`src/rtl/cpu_pkg.sv`:
```
// Shared definitions for the instruction sequencer: FSM states, opcode
// encodings and the bit positions of the instruction fields.
package cpu_pkg;

    typedef enum logic [2:0] {
        ST_IDLE,
        ST_FETCH,
        ST_EXEC,
        ST_WRITE,
        ST_NEXT,
        ST_HALTED,
        ST_PAUSE
    } seq_state_t;

    localparam logic [1:0] OP_ADD  = 2'b00;
    localparam logic [1:0] OP_LDI  = 2'b01;
    localparam logic [1:0] OP_HALT = 2'b10;
    localparam logic [1:0] OP_MUL  = 2'b11;

    localparam int INSTR_OP_HI   = 7;
    localparam int INSTR_OP_LO   = 6;
    localparam int INSTR_DST_HI  = 5;
    localparam int INSTR_DST_LO  = 4;
    localparam int INSTR_SRCA_HI = 3;
    localparam int INSTR_SRCA_LO = 2;
    localparam int INSTR_SRCB_HI = 1;
    localparam int INSTR_SRCB_LO = 0;

    function automatic logic [1:0] instr_opcode(input logic [7:0] i_instr);
        return i_instr[INSTR_OP_HI:INSTR_OP_LO];
    endfunction

endpackage

```
`src/rtl/instr_sequencer_prog_mem.sv`:
```
// Program memory: DEPTH x 8, one write port, one registered read port.
// A same-cycle write to the read address is forwarded so reads see new data.
module prog_mem #(
    parameter int DEPTH = 16,
    parameter int AW    = $clog2(DEPTH)
) (
    input  logic          i_clk,
    input  logic          i_we,
    input  logic [AW-1:0] i_waddr,
    input  logic [7:0]    i_wdata,
    input  logic [AW-1:0] i_raddr,
    output logic [7:0]    o_rdata
);

    logic [7:0] r_mem [DEPTH];
    logic [7:0] r_rdata;

    always_ff @(posedge i_clk) begin
        if (i_we)
            r_mem[i_waddr] <= i_wdata;
        r_rdata <= (i_we && (i_waddr == i_raddr)) ? i_wdata : r_mem[i_raddr];
    end

    assign o_rdata = r_rdata;

endmodule

```
`src/rtl/instr_sequencer.sv`:
```
// Fetch/sequence stage driving the add/mul datapath from a loadable program.
// Optional single-step mode (step port, PAUSE state) under INSTR_SEQ_STEP_EN.
module instr_sequencer
    import cpu_pkg::*;
#(
    parameter  int PROG_DEPTH    = 16,
    parameter  int SETTLE_CYCLES = 4,
    localparam int AW            = $clog2(PROG_DEPTH)
) (
    input  logic          clk,
    input  logic          clear,
    input  logic          run,
`ifdef INSTR_SEQ_STEP_EN
    input  logic          step,
`endif
    input  logic          load_we,
    input  logic [AW-1:0] load_addr,
    input  logic [7:0]    load_data,
    output logic [7:0]    instruction,
    output logic          exec_en,
    output logic          wr_en,
    output logic [AW-1:0] pc,
    output logic          busy,
    output logic          halted
);

    localparam logic [AW-1:0] PC_LAST  = AW'(PROG_DEPTH - 1);
    localparam logic [3:0]    CNT_LAST = 4'(SETTLE_CYCLES - 1);

    seq_state_t    r_state, w_state_nxt;
    logic [AW-1:0] r_pc, w_pc_nxt;
    logic [3:0]    r_cnt, w_cnt_nxt;
    logic [7:0]    r_instr, w_instr_nxt;
    logic          r_exec_en, r_wr_en, r_busy, r_halted;
    logic          w_mem_we;
    logic [7:0]    w_rdata;

    // Reading at the next PC every cycle means the word for a FETCH is already
    // in the read register when FETCH starts, so FETCH takes one cycle.
    prog_mem #(.DEPTH(PROG_DEPTH)) u_prog_mem (
        .i_clk   (clk),
        .i_we    (w_mem_we),
        .i_waddr (load_addr),
        .i_wdata (load_data),
        .i_raddr (w_pc_nxt),
        .o_rdata (w_rdata)
    );

    always_comb begin
        w_state_nxt = r_state;
        w_pc_nxt    = r_pc;
        w_cnt_nxt   = r_cnt;
        w_instr_nxt = r_instr;
        w_mem_we    = load_we && ((r_state == ST_IDLE) || (r_state == ST_HALTED));
        case (r_state)
            ST_IDLE, ST_HALTED: begin
                if (run) begin
                    w_pc_nxt    = '0;
                    w_state_nxt = ST_FETCH;
                end
            end
            ST_FETCH: begin
                w_instr_nxt = w_rdata;
                if (instr_opcode(w_rdata) == OP_HALT) begin
                    w_state_nxt = ST_HALTED;
                end else begin
                    w_cnt_nxt   = '0;
                    w_state_nxt = ST_EXEC;
                end
            end
            ST_EXEC: begin
                w_cnt_nxt = r_cnt + 4'd1;
                if (r_cnt == CNT_LAST)
                    w_state_nxt = ST_WRITE;
            end
            ST_WRITE: w_state_nxt = ST_NEXT;
            ST_NEXT: begin
                if (r_pc == PC_LAST) begin
                    w_state_nxt = ST_HALTED;
                end else begin
                    w_pc_nxt = r_pc + 1'b1;
`ifdef INSTR_SEQ_STEP_EN
                    w_state_nxt = ST_PAUSE;
`else
                    w_state_nxt = ST_FETCH;
`endif
                end
            end
`ifdef INSTR_SEQ_STEP_EN
            ST_PAUSE: begin
                if (step)
                    w_state_nxt = ST_FETCH;
            end
`endif
            default: w_state_nxt = ST_IDLE;
        endcase
    end

    // Status outputs are registered from the next state so they line up with it.
    always_ff @(posedge clk or negedge clear) begin
        if (!clear) begin
            r_state   <= ST_IDLE;
            r_pc      <= '0;
            r_cnt     <= '0;
            r_instr   <= '0;
            r_exec_en <= 1'b0;
            r_wr_en   <= 1'b0;
            r_busy    <= 1'b0;
            r_halted  <= 1'b0;
        end else begin
            r_state   <= w_state_nxt;
            r_pc      <= w_pc_nxt;
            r_cnt     <= w_cnt_nxt;
            r_instr   <= w_instr_nxt;
            r_exec_en <= (w_state_nxt == ST_EXEC) || (w_state_nxt == ST_WRITE);
            r_wr_en   <= (w_state_nxt == ST_WRITE);
            r_busy    <= (w_state_nxt != ST_IDLE) && (w_state_nxt != ST_HALTED);
            r_halted  <= (w_state_nxt == ST_HALTED);
        end
    end

    assign instruction = r_instr;
    assign exec_en     = r_exec_en;
    assign wr_en       = r_wr_en;
    assign pc          = r_pc;
    assign busy        = r_busy;
    assign halted      = r_halted;

endmodule

```
`config.mk`:
```
export PLATFORM = sky130hd
export DESIGN_NAME = instr_sequencer
export DESIGN_NICKNAME = d
export VERILOG_FILES = /design/src/rtl/cpu_pkg.sv /design/src/rtl/instr_sequencer_prog_mem.sv /design/src/rtl/instr_sequencer.sv
export SDC_FILE = /design/constraint.sdc
export NUM_CORES = 1
export LEC_CHECK = 0
export CORE_UTILIZATION = 53
export CTS_CLUSTER_DIAMETER = 60
export DETAILED_ROUTE_END_ITERATION = 8
export MAX_ROUTING_LAYER = met4
export PLACE_DENSITY = 0.72
export SYNTH_ARGS = -nofsm -noshare
export SYNTH_HDL_FRONTEND = slang
export SYNTH_SLANG_ARGS = --single-unit
```
`constraint.sdc`:
```
create_clock -name clk -period 6.75 [get_ports clk]
set_input_delay 1.35 -clock clk [delete_from_list [all_inputs] [get_ports clk]]
set_output_delay 1.35 -clock clk [all_outputs]
set_load 0.1 [all_outputs]
```
; ---- Yosys cells after proc, flatten, opt, wreduce, memory -nomap -nowiden
; Memories as Yosys holds them, arrays and structs flattened. A register that Yosys moved wholly into a read port is not among the register bits.
; Cells that the tools add are included.
[word_totals]
regBits = 23
mem_bits_rw = 128
in_bits = 16
out_inout_bits = 16
wordCells = 45
memories = 1
[classes]
n_addsub = 2
n_eq_ne = 13
mux = 12
reduce_logical = 9
[memory_table]
columns = memory, words, width, read_ports, rd_ports_with_merged_regs, write_ports, line
row1 = u_prog_mem.r_mem, 16, 8, 1, 1, 1, instr_sequencer_prog_mem.sv:15  ; logic [7:0] r_mem [DEPTH];
[ops]
columns = cell, n
row1 = one-hot mux 4 bit (2 select lines), 2
row2 = one-hot mux 3 bit (5 select lines), 1
row3 = "== test 3 x 2 -> 1 bit, second input constant", 4
row4 = 2-to-1 mux 3 bit, 4
row5 = 2-to-1 mux 4 bit, 3
row6 = "== test 3 bit, second input constant", 3
row7 = "adder 4 x 1 -> 4 bit, second input constant", 2
row8 = "== test 4 x 2 -> 1 bit, second input constant", 1
row9 = "== test 4 bit, second input constant", 1
row10 = "== test 3 x 1 -> 1 bit, second input constant", 1
row11 = logical NOT 3 bit, 1
row12 = "!= test 3 bit, second input constant", 1
row13 = nonzero test 3 bit, 1
row14 = "== test 2 bit, second input constant", 1
row15 = logical AND 1 bit, 2
row16 = logical OR 1 bit, 2
row17 = 2-to-1 mux 1 bit, 2
row18 = "!= test 2 bit, second input constant", 1
row19 = AND reduction 2 bit, 1
row20 = nonzero test 2 bit, 1
row21 = OR reduction 2 bit, 1

; ---- Longest topological paths before layout
; Gate-level depths: netlist of run 1.
[depth]
depth_word = 5
mapped_depth = 7

; ---- Cells and area by module
; From an unflattened synthesis of run 1, not the netlist that was laid out.
[hier_totals]
cells_unflattened = 324
area_unflattened_um2 = 6208.5
[by_module_without_submodules]
columns = module, instances, cells_per_inst, area_per_inst_um2, seq_area_each_um2
row1 = prog_mem, 1, 225, 5067.4, 3923.8
row2 = instr_sequencer, 1, 99, 1141.1, 575.6

; ---- Worst setup path after synthesis of run 1
; Ideal clock, no wire load.
[synth_timing]
kind = input -> register
startpoint = in load_we
endpoint = mem u_prog_mem.r_mem[0][0], enable pin
arrival_ns = 2.471
path_slack_ns = 3.895
stages = 3
n_path_buf = 0
cell_sequence = nand4b_1 -> or3_1 -> nor3_1
[synth_between]
elab_chain_cells = 3
[synth_lines]
columns = element, line
row1 = "start, declared", instr_sequencer.sv:16  ; input logic load_we,
row2 = logical AND 1 bit, instr_sequencer.sv:54  ; w_mem_we = load_we && ((r_state == ST_IDLE) || (r_state == ST_HALTED));
row3 = 2-to-1 mux 1 bit, instr_sequencer_prog_mem.sv:19  ; if (i_we)
row4 = 2-to-1 mux 1 bit (not written as such), instr_sequencer_prog_mem.sv:20  ; r_mem[i_waddr] <= i_wdata;
row5 = "end, declared", instr_sequencer_prog_mem.sv:15
; No other way between the ends.

; ---- Worst setup path in the final report of run 1
[layout_timing]
startpoint = reg r_pc[0], in the netlist pc[0]
endpoint = out pc[0]
[layout_rtl]
columns = element, line
row1 = "start, declared", instr_sequencer.sv:31  ; logic [AW-1:0] r_pc, w_pc_nxt;
row2 = "start signal, assigned", instr_sequencer.sv:112  ; r_pc <= w_pc_nxt;
row3 = "end, declared", instr_sequencer.sv:22  ; output logic [AW-1:0] pc,
; No word-level cell between the ends.

==> results.yml, run 1 <==
synthesis:
  synth-compound-area-share: 0.02828
  ys_top_cells_by_area: "edfxtp_1, dfrtp_1, mux4_1"
  muxShareOfSynthArea: 0.1616
  avgSynthCellArea_sq_um: 18.94
  ys_ff_latch: 155
  ys.flop_type: "edfxtp_1"
  synth_cells: 327
  synth_cell_type_count: 47
  synth_top_family_by_area: "multiplexers"
  synth-edff-count: 128
  synth_seq_area_share: 0.7265
  synthSimpleGateAreaFrac: 0.05737
  synthXorXnorAreaFrac: 0.004242
  async_reset_ff_frac: 0.1484
  yosysWarnings: 0
  synth_top_area_share: 0.6206
  syn_area_sq_mm: 0.006193
  synthAdderAreaFrac: 0.004040
  syn_nets: 345
  synth_area_leader_cell: "edfxtp_1"
critical_path:
  endpoint_kind: "output port"
  cp_cell_sequence: "clkdlybuf4s50_1"
  reg2reg_slack_ps: 4090
  crit_path_start_kind: "flip-flop"
  crit_slowest_cell: "clkdlybuf4s50_1"
  cp_data_arrival_time_ps: 2040
  crit_fanout: 6
  crit_family: "buffers and inverters"
  path_buf_inv: 1
  cp_slowest_stage_delay_ps: 1170
  critical_path_class: "reg -> out"
  cp.required_ps: 5400
power_and_ir_drop:
  switching_share: 0.3257
  switchingPower_w: 0.0009201
  p_int_w: 0.001905
  vdd_drop_max_v: 0.0004081
  power_leakage_nw: 2.468
  clkPwrFrac: 0.314
  pwr-share-comb: 0.265
  power_frac_seq: 0.421
  p_per_area_mw_per_mm2: 394.8
sta:
  skew_ps: 17.64
  drv_slew: 0
  fin_ws_ps: 3358
  worst_pin_slew_ps: 1098
  hold_violations: 0
  fin_hold_ws_ps: 478.8
  setup_viol: 0
  slew_headroom: 0.2626
  min_period_ps: 3392
  fmax_ghz: 0.2948
  tns_ps: 0
  fin_crit_sh: 0.5025
  grt_setup_unrepaired: "no"
global_route:
  overflow: 0
  antenna_found_initial: 0
  first_global_vias: 3016
  grt_usage: 0.2234
  grt_pass1_wl_um: 17500
  grt_max_degree: 34
die:
  core-area_sq_mm: 0.01142
  die-area_sq_mm: 0.01212
  io_pins: 32
  placementRows: 39
  die_h_um: 110.1
  initial_core_util: 0.5424
  die_w_um: 110.1
drt:
  drt_pass1_iterations: 4
  postRouteWirelength_um: 11820
  viasPerCell: 5.881
  ant_nets: 0
  drcViolationCount: 0
  wire_per_inst_um: 22.64
  drt_iter0_markers: 279
  routed-via-count: 3070
cts:
  cts_tree: "built"
  post_cts_buffers: 0
  hold_buffers: 0
  max-clock-path-buffers: 2
  clock-sinks: 155
  htreeDepth: 4
  cts_root_buf: "clkbuf_16"
  ctsResizeCount: 0
  path_clk_slew_ps: 60
  cts_buffers: 17
  insertion_delay_ps: 440
layout:
  fillCellCount: 805
  areaGrowthSynthToFinish_pct: 15.56
  drive_above_1_share: 0.1425
  fin_area_sq_mm: 0.007157
  n_antenna_cell: 0
  final_cells: 522
  nets: 385
place:
  dpl-instance-area_sq_mm: 0.006603
  place_ws_ps: 2981
  dp.cells: 491
  hpwl_um: 7662
  place_congestion: 0.8388
  io_buffers: 31
run_status:
  outcome: "complete, no violations"
min_path:
  hp-class: "reg -> reg"
run:
  drv_cap: 0
[synth_stat cells (2+ instances only)]
master,n
edfxtp_1,128
nand2_1,27
dfrtp_1,23
nor2_1,22
mux4_1,20
mux4_2,15
a21oi_1,10
mux2i_1,7
nand2b_1,5
nand3_1,5
o21ai_0,5
clkbuf_1,4
dfxtp_1,4
mux2_2,4
nor3_1,4
a21o_1,3
buf_2,3
inv_1,3
buf_12,2
buf_6,2
ha_1,2
mux2_1,2
o21ai_1,2
xor2_1,2
[power groups by stage]
| stage | clock (W) | combinational [W] | sequential (W) |
|---|---|---|---|
| after floorplan | 0 | 0.000353 | 0.00142 |
| after global placement | 0 | 0.000739 | 0.00120 |
| after detailed placement | 0 | 0.000752 | 0.00121 |
| after CTS | 0.000905 | 0.000755 | 0.00119 |
| after global routing | 0.000939 | 0.000788 | 0.00120 |
| final | 0.000887 | 0.000749 | 0.00119 |
[registers in the layout (all words and copies together) (netlist names), named ones only]
register	count
exec_en	1
halted	1
wr_en	1
busy	1
u_prog_mem.r_mem	128
instruction	8
r_cnt	4
pc	4
r_state	3
[layer usage]
metal,GRT usage,vias to the layer above,wire length (um)
li1,-,1405,-
met1,0.2666,1573,4897
met2,0.3625,78,6288
met3,0.05820,14,455
met4,0.09680,0,176
met5,-,-,0
[path summary, 6_finish.rpt]
check / startpoint / to / depth (start not counted)
min reg2reg: instruction[2] / instruction[2] / 2
max: pc[0] / pc[0] / 1
min in group asynchronous: clear / pc[3] / 1
max in group asynchronous: clear / exec_en / 1
max reg2reg: r_state[0] / u_prog_mem.r_mem[0][0] / 4
min: instruction[2] / instruction[2] / 2
[through the flow]
| stage | power [W] | util |
|---|---|---|
| 3_3_place_gp | 0.001942 | 0.5782 |
| 6_report | 0.002825 | 0.6268 |
| 2_1_floorplan | 0.001770 | - |
| 3_5_place_dp | 0.001961 | 0.5782 |
| 5_1_grt | 0.002927 | 0.6268 |
| 4_1_cts | 0.002849 | 0.6268 |
[placed cells by master, fill, tap and decap left out, drive strengths merged, types with 3 or more instances in the layout]
master	netlist	final
a21o	3	3
a21oi	10	10
clkbuf	4	17
clkdlybuf4s50	0	31
clkinv	0	8
dfrtp	23	23
dfxtp	4	4
edfxtp	128	128
inv	4	6
mux2	6	6
mux2i	7	7
mux4	35	35
nand2	27	27
nand2b	5	5
nand3	5	5
nor2	22	22
nor3	4	4
o21ai	8	8
[cells by family (layout without fill, tap and decap cells)]
group / Yosys count / in the layout
adders and majority gates: 2 / 2
AOI/OAI and AO/OA: 28 / 28
and+or+nand+nor: 75 / 75
muxes: 48 / 48
DFF: 155 / 155
buffers and inverters: 16 / 68
xor gates and xnor gates: 3 / 3
[layout make-up]
cell class	instances	area (sq um)	share of cell area
timing repair buffer	33	325.3	0.04545
sequential	155	4501	0.6288
tap	143	178.9	0.02500
clock inverter	14	128.9	0.01801
inverter	4	15.01	0.002098
multi-input combinational	156	1583	0.2212
clock buffer	17	425.4	0.05944
[worst min-delay path: stages (launching register included)]
cell     delay [ps]
dfrtp_1         340
nand2_1          50
nand2_1          50
No activity file was read; power rests on OpenSTA's default activity.
==> run 2: changes to the inputs <==
Settings changed: PLACE_DENSITY 0.72 to 0.75.
Clock period 6.75 ns to 3 ns, I/O delays scaled along.
==> run 2 against run 1 <==
Net effect: clock-buffer cell count rose by 1; routed wire length rose by 6.5%; die area unchanged; via count rose by 3.6%; sequential power up 120%; utilization grew 2.2 points; largest power group unchanged; first-iteration DRC count increased by 42%; clock power grew to 2.7 times the previous value; cell count up 4.2%; critical path depth up 4; worst hold slack improved by 4.1 ps; non-clock buffer count grew 21.
==> results.yml, run 2 (same netlist as run 1, synthesis figures left out) <==
cts:
  htreeDepth: 4
  path_clk_slew_ps: 60
  clock-sinks: 155
  max-clock-path-buffers: 2
  post_cts_buffers: 0
  cts_root_buf: "clkbuf_16"
  hold_buffers: 0
  insertion_delay_ps: 420
  cts_tree: "built"
  cts_buffers: 17
  ctsResizeCount: 0
layout:
  final_cell_mix: "edfxtp_1, buf_4, nand2_1, dfrtp_1, nor2_1"
  fillCellCount: 768
  areaGrowthSynthToFinish_pct: 19.58
  n_antenna_cell: 0
  drive_above_1_share: 0.2344
  final_cells: 544
  largest_reg_flops: 128
  final_common_cell: "edfxtp_1"
  regMostFlops: "u_prog_mem.r_mem"
  nets: 406
global_route:
  overflow: 0
  first_global_vias: 3267
  antenna_found_initial: 0
  grt_max_degree: 30
  grt_pass1_wl_um: 18950
  grt_usage: 0.2379
run_status:
  outcome: "complete, no violations"
sta:
  hold_violations: 0
  fmax_ghz: 0.4366
  skew_ps: 11.94
  slew_headroom: 0.5521
  setup_viol: 0
  worst_pin_slew_ps: 669.8
  drv_slew: 0
  min_period_ps: 2291
  grt_setup_unrepaired: "no"
  fin_crit_sh: 0.7636
  tns_ps: 0
drt:
  routed-via-count: 3181
  viasPerCell: 5.847
  postRouteWirelength_um: 12590
  drt_pass1_iterations: 5
  wire_per_inst_um: 23.15
  ant_nets: 0
  drcViolationCount: 0
  drt_iter0_markers: 397
die:
  initial_core_util: 0.5424
  die-area_sq_mm: 0.01212
  die_h_um: 110.1
  io_pins: 32
  placementRows: 39
  die_w_um: 110.1
  core-area_sq_mm: 0.01142
min_path:
  hp-class: "reg -> reg"
power_and_ir_drop:
  vdd_drop_max_v: 0.0007243
  power_leakage_nw: 2.645
  p_per_area_mw_per_mm2: 916.5
critical_path:
  cp.required_ps: 3280
  crit_path_start_kind: "flip-flop"
  critical_path_class: "reg -> reg"
  cp_data_arrival_time_ps: 2570
  crit_fanout: 11
  endpoint_kind: "flip-flop"
place:
  dp.cells: 512
  io_buffers: 31
  hpwl_um: 8252
  place_congestion: 0.8350
run:
  drv_cap: 0
-- run 2: area by class of cell --
type	count	area, sq um	area share
Sequential cell	155	4501	0.6077
Clock inverter	14	244.0	0.03294
Multi-Input combinational cell	156	1583	0.2137
Inverter	4	15.01	0.002027
Clock buffer	18	429.2	0.05795
Tap cell	143	178.9	0.02416
Timing Repair Buffer	54	455.4	0.06150
-- run 2: final timing paths --
kind,startpoint,end,slack [ps],cells past startpoint
max in group asynchronous,clear,r_state[2],2230,2
min in group asynchronous,clear,instruction[3],540,2
hold / removal,instruction[1],instruction[1],480,2
setup reg to reg,flip-flop,r_cnt[0],710,5
setup / recovery,flip-flop,r_cnt[0],710,5
hold reg to reg,instruction[1],instruction[1],480,2
-- run 2: per-layer routing --
layer  global-route usage  vias to the layer above  wire length [um]
met5                    -                        -                 0
met4               0.1222                        0               281
met3              0.05526                       18               608
met2               0.3719                       94              6312
met1               0.2928                     1628              5390
li1                     -                     1441                 -
-- run 2: report_power, final --
| part | internal (W) | switching [W] | leakage [nW] |
|---|---|---|---|
| registers | 0.00250 | 0.000131 | 1.48 |
| logic | 0.000594 | 0.00115 | 0.853 |
| clock network | 0.00156 | 0.000849 | 0.309 |
-- run 2: through the flow --
stage | instance area [sq um] | setup slack (ps) | power [W] | utilization | hold WS [ps]
floorplan | 6193 | 860.8 | 0.003982 | - | 304.4
global placement | 6733 | 620.4 | 0.004375 | 0.5896 | 460.5
detailed placement | 6733 | 575.3 | 0.004421 | 0.5896 | 473.2
CTS | 7406 | 701.6 | 0.006833 | 0.6486 | 486.9
global route | 7406 | 593.8 | 0.007043 | 0.6486 | 517.6
finish | 7406 | 709.3 | 0.006787 | 0.6486 | 482.9
-- run 2: critical path: stages, from the launching register on --
cell,delay [ps]
dfxtp_1,680
mux2_2,420
mux4_2,450
and2_1,180
o21ai_2,290
a21oi_1,110
